[config.mk]
export PLATFORM = sky130hd
export DESIGN_NAME = wb_port_arbiter
export DESIGN_NICKNAME = d
export VERILOG_FILES = /design/src/rtl/wb_port_arbiter.sv
export SDC_FILE = /design/constraint.sdc
export NUM_CORES = 1
export LEC_CHECK = 0
export ABC_AREA = 1
export CORE_AREA = 4 4 111 113
export CTS_BUF_LIST = sky130_fd_sc_hd__clkbuf_4
export DETAILED_ROUTE_END_ITERATION = 10
export DIE_AREA = 0 0 115 117
export PLACE_DENSITY = 0.69
export SLEW_MARGIN = 10
export SYNTH_ARGS = -nofsm -noshare
export SYNTH_HDL_FRONTEND = slang
export SYNTH_SLANG_ARGS = --single-unit
[constraint.sdc]
create_clock -name clk -period 4.6 [get_ports clk]
set_clock_uncertainty 0.2 [all_clocks]
set_input_delay 0.92 -clock clk [delete_from_list [all_inputs] [get_ports clk]]
set_output_delay 0.92 -clock clk [all_outputs]
set_load 0.05 [all_outputs]
[src/rtl/wb_port_arbiter.sv]
// Register-file write-port arbiter: write-back owns the port combinationally,
// buffered MDU results drain into idle cycles, with starvation stall and WAW squash.
module wb_port_arbiter #(
  parameter int DEPTH    = 2,
  parameter int MAX_WAIT = 4
) (
  input  logic        clk,
  input  logic        rst,
  input  logic [4:0]  wb_waddr_i,
  input  logic        wb_wena_i,
  input  logic [31:0] wb_wdata_i,
  input  logic        mdu_valid_i,
  output logic        mdu_ready_o,
  input  logic [4:0]  mdu_waddr_i,
  input  logic [31:0] mdu_wdata_i,
  output logic        stall_o,
  output logic [4:0]  rf_waddr_o,
  output logic        rf_wena_o,
  output logic [31:0] rf_wdata_o,
  output logic        pending_o
);

  localparam int PW = (DEPTH > 1) ? $clog2(DEPTH) : 1;
  localparam int CW = $clog2(DEPTH + 1);
  localparam int WW = $clog2(MAX_WAIT + 1);
  localparam logic [CW-1:0] DEPTH_C    = CW'(DEPTH);
  localparam logic [WW-1:0] MAX_WAIT_C = WW'(MAX_WAIT);

  logic [4:0]       addr_mem [DEPTH];
  logic [31:0]      data_mem [DEPTH];
  logic [DEPTH-1:0] live_reg, live_next;
  logic [PW-1:0]    rd_ptr_reg, wr_ptr_reg;
  logic [CW-1:0]    count_reg, count_next;
  logic [WW-1:0]    wait_reg, wait_next;

  logic wbreq, deq, enq;
  logic [4:0]  head_addr;
  logic [31:0] head_data;
  logic        head_live;

  assign pending_o   = !rst && (count_reg != '0);
  assign stall_o     = pending_o && (wait_reg == MAX_WAIT_C);
  assign mdu_ready_o = !rst && (count_reg < DEPTH_C);

  // A stalled write-back is ignored entirely, so the head always wins that cycle.
  assign wbreq = !rst && wb_wena_i && (wb_waddr_i != 5'd0) && !stall_o;
  assign deq   = pending_o && !wbreq;
  assign enq   = mdu_valid_i && mdu_ready_o;

  assign head_addr = addr_mem[rd_ptr_reg];
  assign head_data = data_mem[rd_ptr_reg];
  assign head_live = live_reg[rd_ptr_reg];

  always_comb begin
    rf_wena_o  = 1'b0;
    rf_waddr_o = 5'd0;
    rf_wdata_o = 32'd0;
    if (wbreq) begin
      rf_wena_o  = 1'b1;
      rf_waddr_o = wb_waddr_i;
      rf_wdata_o = wb_wdata_i;
    end else if (deq) begin
      rf_wena_o  = head_live;
      rf_waddr_o = head_addr;
      rf_wdata_o = head_data;
    end
  end

  // Enqueue into the write slot beats squash; that slot never holds a stored entry.
  generate
    for (genvar gi = 0; gi < DEPTH; gi++) begin : g_live
      assign live_next[gi] = (enq && (wr_ptr_reg == PW'(gi))) ? (mdu_waddr_i != 5'd0)
                           : (live_reg[gi] && !(wbreq && (addr_mem[gi] == wb_waddr_i)));
    end
  endgenerate

  always_comb begin
    count_next = count_reg;
    case ({enq, deq})
      2'b10:   count_next = count_reg + CW'(1);
      2'b01:   count_next = count_reg - CW'(1);
      default: count_next = count_reg;
    endcase
  end

  always_comb begin
    wait_next = wait_reg;
    if ((count_reg == '0) || deq)
      wait_next = '0;
    else if (wait_reg != MAX_WAIT_C)
      wait_next = wait_reg + WW'(1);
  end

  always_ff @(posedge clk) begin
    if (enq) begin
      addr_mem[wr_ptr_reg] <= mdu_waddr_i;
      data_mem[wr_ptr_reg] <= mdu_wdata_i;
    end
  end

  always_ff @(posedge clk) begin
    if (rst) begin
      live_reg   <= '0;
      rd_ptr_reg <= '0;
      wr_ptr_reg <= '0;
      count_reg  <= '0;
      wait_reg   <= '0;
    end else begin
      live_reg  <= live_next;
      count_reg <= count_next;
      wait_reg  <= wait_next;
      if (enq) wr_ptr_reg <= wr_ptr_reg + PW'(1);
      if (deq) rd_ptr_reg <= rd_ptr_reg + PW'(1);
    end
  end

endmodule
==> impl_results.md <==
- Status: finished clean
- Pin count of the biggest net entering global routing: 42
- Die ar.: 13500 um2
- Cell breakdown of the critical path: clkdlybuf4s50_1 > nor2_1 > o211ai_4 > o21ai_0 > clkdlybuf4s50_1
- Gpl congestion: 0.769
- Highest clock rate: approximately 240 MHz
- Setup ws final: slightly below 500 ps
- Worst-path clk slew: ~120 ps
- Sw frac: 0.292
- Antenna Nets Post-Route: 0
- Setup CP Type: in2out
- Pre-CTS WS: 447 ps
- DR WL/cell: 14.4 um
- Ys Warns: 0
- PnR Total Power: about 0.0021 W
- CP arrival: 2990 ps
- Row cnt: 39
- CTS Hold Bufs: 0
- Final setup viols: 0
- CP required: ~3500 ps
- Core area: roughly 11000 um2
- Crit Path Max Fanout: 9
- Pwr dens: ~370 nW/um2
- Sequential fraction of the synthesis area: 0.626
- TritonCTS Buffers: 9
- Reg power frac: 0.427
- DIE WIDTH: 115 um
- Fin. max-slew vios: 0
- Initial antenna violation count: 0
- Avg Cell Area, Syn: 11.0 um2
- DP Wirelength: 6.46 mm
- Hold Slack: about 270 ps
- Leak Pwr: 2.25 nW
- Post-synth top area cell: edfxtp_1
- Slew HR: 0.352
- #FFs+latches synth: 84
- Post-synth top area share: 0.574
- Top delay family on crit path: buffers and inverters
- Detailed Route WL: 8.91 mm
- CP Capture Type: primary output
- Clock latency on the worst-skew pair: about 400 ps
- Worst-case vdd ir drop: about 0.17 mV
- RSZ-0062 raised after global routing: no
- Worst slew pin tran: approximately 970 ps
- Comb pwr share: 0.304
- Worst Hold Class: reg2reg
- Fillers: between 900 and 1000
- Critical path's slowest cell: clkdlybuf4s50_1
- H-Tree Depth: 3
- Post-CTS setup buffers: 0
- Number of global-route vias before repair: about 3000
- Setup_tns: 0 ps
- Residual DRC: 0
- GRT Overall Usage: 0.135
- Net Switching: around 0.00063 W
- Post-Synthesis Cells: between 300 and 400
- Slowest stage delay, CP: 850 ps
- DRT Pass-1 Iters: 4
- Post-DP Area: 5550 um2
- TritonCTS clock tree: yes
- Max Cap Viol: 0
- Area contributors post-synth: edfxtp_1, nand2_1, mux2_2
- Post-route cell area: 5750 um2
- Crit path launch type: primary input
- Register Area: between 2000 and 2500 um2
- Die height: roughly 120 um
- Initial drt markers: 92
- Crit path buf inv count: 2
- Overflow after GRT: 0
- Final hold vios: 0
- Synth-to-Final Area Change: 48.5%
- Clock Tree Root: clkbuf_4
- Post-cts resize count: 0
- Mapped cell area: between 3000 and 4000 um2
- Net Count, Synth: approximately 430
- Clock power frac: 0.269
- CTS sink count: 84
- IO Pins: about 120
- Ant. Diodes: 0
- Distinct cells, synth: 26
- Area of the multi-input gates: about 1300 um2
- Vias/cell: 4.52
- Internal: 0.00152 W
- First-pass GRT wire length: about 14 mm
- Layout net count: ~550
- Final period util: 0.893
- Final min period: roughly 4100 ps
- Routed via count: between 2000 and 3000
- Worst path most repeated cell: clkdlybuf4s50_1
- Share of layout cells above drive strength 1: 0.225
- Max reg flops: between 60 and 70
- IO buf count: 118
- Starting density of the core: 0.342
- Longest Clk Path Bufs: 2
-- cells by family (layout without fill, tap and decap cells) --
family | count (synthesis) | after routing | synth area share
multiplexers | 34 | 34 | 0.0986
AND/OR/NAND/NOR | 167 | 167 | 0.175
buffers and inverters | 38 | 163 | 0.0488
adder cells (fa/ha/maj) | 3 | 3 | 0.00970
AO/OA/AOI/OAI | 20 | 20 | 0.0310
flip-flops | 84 | 84 | 0.626
XOR/XNOR | 5 | 5 | 0.0113
-- cell usage in the layout (no fill, tap or decap), types with 2 or more instances in the layout --
| cell | n |
|---|---|
| a21oi_1 | 7 |
| buf_12 | 37 |
| buf_4 | 5 |
| bufinv_16 | 4 |
| clkbuf_4 | 9 |
| clkdlybuf4s50_1 | 81 |
| clkinv_1 | 2 |
| dfxtp_1 | 9 |
| edfxtp_1 | 74 |
| ha_1 | 3 |
| inv_1 | 21 |
| mux2_2 | 33 |
| nand2_1 | 134 |
| nand2_2 | 11 |
| nand3_1 | 2 |
| nand4_1 | 3 |
| nor2_1 | 14 |
| o21ai_0 | 11 |
| xnor2_1 | 3 |
| xor2_1 | 2 |
-- synthesized netlist by cell type --
cell / number
a21oi_1: 7
buf_12: 1
buf_2: 5
buf_6: 3
clkbuf_1: 4
clkinv_2: 1
dfxtp_1: 10
edfxtp_1: 74
ha_1: 3
inv_1: 23
inv_2: 1
mux2_2: 33
mux2i_1: 1
nand2_1: 134
nand2_2: 11
nand3_1: 2
nand4_1: 3
nor2_1: 14
nor2_4: 1
nor3_1: 1
nor3b_1: 1
o211ai_4: 1
o21ai_0: 11
o21ai_2: 1
xnor2_1: 3
xor2_1: 2
-- worst register-to-register path, cell delays in order (launching register included) --
cell	delay (ps)
dfxtp_1	350
inv_1	70
ha_1	160
nand2_1	150
o211ai_4	340
nand2_2	80
inv_2	60
buf_4	240
ha_1	290
a21oi_1	110
o21ai_0	110
xor2_1	150
nor2_1	50
-- stage by stage --
stage               utilization  cells
global placement          0.490    604
detailed placement        0.490    604
CTS                       0.508    619
floorplan                     -    351
finish                    0.508    619
global route              0.508    619
-- layer usage --
metal  track usage  vias up  share of wire
met1         0.161     1312           0.42
met3        0.0391        4          0.058
met5             0        -              0
met4        0.0376        0         0.0045
met2         0.238       75           0.52
li1              -     1408              -
-- path summary, 6_finish.rpt --
kind | start | to | slack, ps | depth (start not counted)
setup / recovery | rst | rf_wena_o | 490 | 5
hold reg to reg | wait_reg[0] | wait_reg[0] | 270 | 1
hold / removal | wait_reg[0] | wait_reg[0] | 270 | 1
setup reg to reg | wait_reg[1] | count_reg[1] | 2130 | 12
-- final cells by class --
class                           instances  share of cell area
Inverter                               25              0.0165
Clock buffer                            9              0.0117
Tap cell                              143              0.0311
Timing Repair Buffer                  123               0.276
Multi-Input combinational cell        229               0.219
Clock inverter                          6              0.0237
Sequential cell                        84               0.421
-- power by group through the flow --
stage               clock network, W  logic (W)  registers, W
global route                0.000632   0.000693      0.000921
detailed placement                 0   0.000659      0.000934
finish                      0.000576   0.000652      0.000914
global placement                   0   0.000651      0.000930
CTS                         0.000591   0.000661      0.000916
floorplan                          0   0.000373      0.000906
Power figures use the tool's default switching activity.
